File: config.mk
export PLATFORM = sky130hd
export DESIGN_NAME = fib_seq_gen_flat
export DESIGN_NICKNAME = d
export VERILOG_FILES = /design/src/rtl/fib_pkg.sv /design/src/rtl/fib_seq_gen_if.sv /design/src/rtl/fib_step.sv /design/src/rtl/fib_seq_gen.sv /design/src/flat_wrapper.sv
export SDC_FILE = /design/constraint.sdc
export NUM_CORES = 1
export LEC_CHECK = 0
export BUFFER_PORTS_ARGS = -buffer_cell sky130_fd_sc_hd__buf_2
export CAP_MARGIN = 20
export CORE_AREA = 2 2 63 65
export CTS_BUF_LIST = sky130_fd_sc_hd__clkbuf_16
export CTS_CLUSTER_DIAMETER = 50
export DETAILED_ROUTE_END_ITERATION = 6
export DIE_AREA = 0 0 65 67
export GPL_ROUTABILITY_DRIVEN = 0
export HOLD_SLACK_MARGIN = 0.15
export PLACE_DENSITY = 0.84
export SETUP_SLACK_MARGIN = 0.05
export SYNTH_ARGS = -nofsm -noshare
export SYNTH_HDL_FRONTEND = slang
export SYNTH_HIERARCHICAL = 1
export SYNTH_SLANG_ARGS = --single-unit
File: constraint.sdc
create_clock -name clk -period 2.2 [get_ports clk]
set_clock_uncertainty 0.05 [all_clocks]
set_input_delay 0.22 -clock clk [delete_from_list [all_inputs] [get_ports clk]]
set_output_delay 0.22 -clock clk [all_outputs]
set_load 0.01 [all_outputs]
File: src/rtl/fib_pkg.sv
// Shared types and constants for the Fibonacci sequencer.
package fib_pkg;

   typedef enum logic [1:0] {
      FIB_IDLE = 2'd0,
      FIB_RUN  = 2'd1,
      FIB_DONE = 2'd2
   } fib_state_e;

   localparam int FIB_F0 = 0;
   localparam int FIB_F1 = 1;

endpackage

File: src/rtl/fib_seq_gen_if.sv
// Term stream: valid/ready handshake carrying one sequence term.
interface fib_seq_gen_if #(
   parameter int WIDTH   = 8,
   parameter int N_WIDTH = 4
);
   logic               term_valid;
   logic               term_ready;
   logic [WIDTH-1:0]   term_data;
   logic [N_WIDTH-1:0] term_idx;
   logic               term_ovf;

   modport master (
      output term_valid,
      input  term_ready,
      output term_data,
      output term_idx,
      output term_ovf
   );

   modport slave (
      input  term_valid,
      output term_ready,
      input  term_data,
      input  term_idx,
      input  term_ovf
   );
endinterface

File: src/rtl/fib_step.sv
// One Fibonacci step: a+b with carry and sticky wrap propagation.
module fib_step #(
   parameter int WIDTH = 8
) (
   input  logic [WIDTH-1:0] a,
   input  logic [WIDTH-1:0] b,
   input  logic             a_ovf,
   input  logic             b_ovf,
   output logic [WIDTH-1:0] sum,
   output logic             carry_out,
   output logic             ovf_out
);
   logic [WIDTH:0] sum_w;

   assign sum_w     = {1'b0, a} + {1'b0, b};
   assign sum       = sum_w[WIDTH-1:0];
   assign carry_out = sum_w[WIDTH];
   // a wrapped operand taints every later term
   assign ovf_out   = carry_out | a_ovf | b_ovf;
endmodule

File: src/rtl/fib_seq_gen.sv
// Fibonacci sequencer: streams F(0)..F(n), reports F(n) with done.
module fib_seq_gen
   import fib_pkg::*;
#(
   parameter int WIDTH   = 8,
   parameter int N_WIDTH = 4
) (
   input  logic               clk,
   input  logic               rst_n,
   input  logic               start,
   input  logic [N_WIDTH-1:0] n,
   output logic               start_ready,
   fib_seq_gen_if.master      term,
   output logic               done,
   output logic [WIDTH-1:0]   result,
   output logic               result_ovf
);
   localparam logic [1:0] IDLE = FIB_IDLE;
   localparam logic [1:0] RUN  = FIB_RUN;
   localparam logic [1:0] DONE = FIB_DONE;

   logic [1:0]         state;
   logic [WIDTH-1:0]   a;
   logic [WIDTH-1:0]   b;
   logic               a_ovf;
   logic               b_ovf;
   logic [N_WIDTH-1:0] idx;
   logic [N_WIDTH-1:0] n_reg;
   logic [WIDTH-1:0]   nxt;
   logic               nxt_ovf;
   logic               nxt_carry;
   logic               hs;
   logic               last;

   fib_step #(.WIDTH(WIDTH)) u_step (
      .a         (a),
      .b         (b),
      .a_ovf     (a_ovf),
      .b_ovf     (b_ovf),
      .sum       (nxt),
      .carry_out (nxt_carry),
      .ovf_out   (nxt_ovf)
   );

   assign start_ready     = (state == IDLE);
   assign done            = (state == DONE);
   assign term.term_valid = (state == RUN);
   assign term.term_data  = a;
   assign term.term_idx   = idx;
   assign term.term_ovf   = a_ovf;

   assign hs   = term.term_valid & term.term_ready;
   assign last = (idx == n_reg);

   always_ff @(posedge clk or negedge rst_n) begin
      if (!rst_n) begin
         state      <= IDLE;
         a          <= WIDTH'(FIB_F0);
         b          <= WIDTH'(FIB_F1);
         a_ovf      <= 1'b0;
         b_ovf      <= 1'b0;
         idx        <= '0;
         n_reg      <= '0;
         result     <= '0;
         result_ovf <= 1'b0;
      end else begin
         case (state)
            IDLE: begin
               if (start) begin
                  n_reg <= n;
                  a     <= WIDTH'(FIB_F0);
                  b     <= WIDTH'(FIB_F1);
                  a_ovf <= 1'b0;
                  b_ovf <= 1'b0;
                  idx   <= '0;
                  state <= RUN;
               end
            end
            RUN: begin
               if (hs && last) begin
                  result     <= a;
                  result_ovf <= a_ovf;
                  state      <= DONE;
               end else if (hs) begin
                  a     <= b;
                  a_ovf <= b_ovf;
                  b     <= nxt;
                  b_ovf <= nxt_ovf;
                  idx   <= idx + 1'b1;
               end
            end
            DONE:    state <= IDLE;
            default: state <= IDLE;
         endcase
      end
   end
endmodule

File: src/flat_wrapper.sv
// flat-port wrapper written by rule: the top's interface ports become plain ports
module fib_seq_gen_flat import fib_pkg::*;
#(
   parameter int WIDTH   = 8,
   parameter int N_WIDTH = 4
)
  (clk, rst_n, start, n, start_ready, done, result, result_ovf, term_term_valid, term_term_ready, term_term_data, term_term_idx, term_term_ovf);
  fib_seq_gen_if #(.WIDTH(WIDTH), .N_WIDTH(N_WIDTH)) term_i ();
  input  logic clk;
  input  logic rst_n;
  input  logic start;
  input  logic [N_WIDTH-1:0] n;
  output logic start_ready;
  output logic done;
  output logic [WIDTH-1:0] result;
  output logic result_ovf;
  output wire logic [$bits(term_i.term_valid)-1:0] term_term_valid;
  input wire logic [$bits(term_i.term_ready)-1:0] term_term_ready;
  output wire logic [$bits(term_i.term_data)-1:0] term_term_data;
  output wire logic [$bits(term_i.term_idx)-1:0] term_term_idx;
  output wire logic [$bits(term_i.term_ovf)-1:0] term_term_ovf;
  assign term_term_valid = term_i.term_valid;
  assign term_i.term_ready = term_term_ready;
  assign term_term_data = term_i.term_data;
  assign term_term_idx = term_i.term_idx;
  assign term_term_ovf = term_i.term_ovf;
  fib_seq_gen #(.WIDTH(WIDTH), .N_WIDTH(N_WIDTH)) u_core (.clk(clk), .rst_n(rst_n), .start(start), .n(n), .start_ready(start_ready), .term(term_i), .done(done), .result(result), .result_ovf(result_ovf));
endmodule
==> summary.txt <==
Outcome
  – Result of the run: complete, no violations

Clock tree
  – Count of hold-fix buffers inserted at cts: 5
  – Resize count post-CTS: 0
  – Insertion delay of the later-clocked pin in the worst-skew pair: 0.28 ns
  – Number of clock sinks: 37
  – CTS tree: built
  – Setup Buffers After CTS: 0
  – Total clock buffers created by CTS: 5
  – Clk buf depth: 2
  – CTS H-tree lvls: 2
  – Clock slew at the register clock pins of the worst setup and hold paths: 0.05 ns
  – Root Driver: clkbuf_16

Die
  – Placement Rows: 22
  – Floorplan Core Area: 3610 um2
  – IO Pins: 33
  – Horiz. Die Dim: 65 um
  – Initial standard-cell utilization of the core: 51.6%
  – Die area: 4360 um2
  – Height of the die: 67 um

STA
  – Time the final worst path needs with I/O delays and setup: 1.91 ns
  – Setup violations, final: 0
  – Final Hold Vio Count: 0
  – Final slew viol count: 0
  – Worst rel slew slack: 46.0%
  – Sum Neg Setup Slack: 0 ns
  – Post-route fraction of the period consumed by the critical path: 86.9%
  – Setup repair after global routing missed its margin: false
  – Slew @ Worst Pin: 0.810 ns
  – Timing-limited maximum frequency: 523 MHz

Synth
  – Netlist area before placement: 1860 um2
  – Syn nets: 199
  – Yosys warning count: 6
  – Gate count of the mapped netlist: 181
  – Mean post-synth cell area: 10.3 um2

Power
  – Sequential power share: 35.8%
  – IR Drop Worst-Case VDD: 0.650 mV
  – LEAKAGE: 1.12 nW
  – Switching part of the total: 35.7%
  – Clk network pwr share: 25.1%
  – Net load switching power: 1.11 mW
  – Power Density: 1350 nW/um2
  – Combinational cell fraction of total power: 39.1%
  – P_int: 2.00 mW

Finish
  – Fraction of layout instances using a drive strength above 1: 27.4%
  – Count of fill cells added during filler insertion: 299
  – # diodes: 0
  – Layout-stage area growth over the synthesis result: 23.6%
  – Post-layout instance area: 2300 um2
  – Nets: 240

Detailed routing
  – Vias: 1393
  – Detailed-route DRC error count: 0
  – Drt total wl: 3500 um
  – Routed len/inst: 12.9 um
  – Avg Vias per Cell: 5.14
  – Post-DRT Antenna Nets: 0
  – Iter 0 DRT Violations: 53
  – Router iterations before antenna repair: 4

Setup path
  – Startpoint kind of the worst setup timing path: flop
  – Critical path endpoint category: flop
  – Cells along the critical path: ha_1, fa_1, a21oi_1, o22ai_1, nor2_1, xnor2_1, nand2_1, o21ai_0
  – Beginning of the worst register-to-register path: u_core/term.term_data[0]
  – Arrival time reported for the critical path endpoint: 2.06 ns
  – Data required time of the critical path: 2.35 ns
  – Highest fanout seen on the critical path: 4
  – Minimum setup slack among reg-to-reg paths: 0.29 ns
  – Largest stage delay, worst path: 0.40 ns
  – Classification of the worst setup path: flop to flop
  – Critical R2R Capture: u_core/b[6]
  – Logic depth of the worst path, buffers included: 8
  – Worst path bufs/invs: 0
  – Cell at the slowest stage of the critical path: dfrtp_1
  – Top cell family by delay on the critical path: adder cells
  – Worst-case reg-to-reg path depth: 8

Global route
  – First-pass GRT wire length: 6100 um
  – Number of global-route vias before repair: 1350
  – Initial antenna violation count: 0
  – Total GRT Usage: 19.0%
  – Largest net degree at the start of global routing: 38
  – Residual overflow from global routing: 0

Placed design
  – Sum of net half-perimeters after detailed placement: 2370 um
  – Number of port buffers: 32
  – Post-detailed-placement cell area: 2090 um2

Worst hold path
  – Worst hold path startpoint: start
  – Class of the worst hold path: input port to flop
  – Number of cells traversed by the worst hold path: 3
  – Worst Hold End: u_core/b[0]

Flow run
  – # Max-Cap Violations: 0
## area by class of cell
cell class | count | area [um2] | share of cell area (%)
clock buffer | 5 | 125 | 5.44
clock inverter | 3 | 37.5 | 1.63
inverter | 3 | 11.3 | 0.490
multi-input combinational | 135 | 893 | 38.8
sequential | 37 | 927 | 40.3
tap | 48 | 60.1 | 2.61
timing repair buffer | 40 | 245 | 10.7
## cell usage in the layout, fill, tap and decap left out, drive strengths merged, types with 2 or more instances in the layout
master,n
inv,4
dlygate4sd3,5
nand2,43
nand4,2
nand3,3
buf,35
mux2,13
nand3b,2
clkbuf,5
ha,9
nor2,10
a21oi,4
nor2b,6
mux2i,3
dfrtp,36
xnor2,8
o21ai,22
## power by group through the flow
stage | combinational (mW) | clock (mW) | sequential [mW]
5_1_grt | 1.37 | 0.825 | 1.16
6_report | 1.21 | 0.779 | 1.11
4_1_cts | 1.22 | 0.800 | 1.11
2_1_floorplan | 0.816 | 0 | 1.15
3_5_place_dp | 1.20 | 0 | 1.12
3_3_place_gp | 1.17 | 0 | 1.11
## routing by layer
layer / vias up / wire length, um / GRT usage (%)
li1: 697 / - / -
met1: 660 / 1610 / 25.0
met2: 29 / 1660 / 28.9
met3: 7 / 162 / 4.39
met4: 0 / 68 / 10.4
met5: - / 0 / 0
## worst max-delay path by stage
stage          slack (ns)            to                      from
2_1_floorplan        0.37  u_core/b_ovf  u_core/term.term_data[0]
3_3_place_gp         0.34  u_core/b_ovf  u_core/term.term_data[0]
3_5_place_dp         0.28   u_core/b[6]  u_core/term.term_data[0]
4_1_cts              0.28   u_core/b[6]  u_core/term.term_data[0]
5_1_grt               0.1  u_core/b_ovf  u_core/term.term_data[0]
6_report             0.29   u_core/b[6]  u_core/term.term_data[0]
## through the flow
stage	power [mW]	hold WS (ns)	worst slack [ns]	util [%]	instances
finish	3.10	0.199	0.288	63.8	271
CTS	3.14	0.205	0.282	63.8	271
global placement	2.29	0.305	0.343	57.9	258
global route	3.35	0.238	0.0986	63.8	271
detailed placement	2.32	0.312	0.285	57.9	258
floorplan	1.97	-0.126	0.372	-	181
## worst min-delay path, cell delays in order
cell	delay, ns
buf_2	0.11
a21oi_1	0.10
o21ai_0	0.08
No activity file was read; power rests on OpenSTA's default activity.
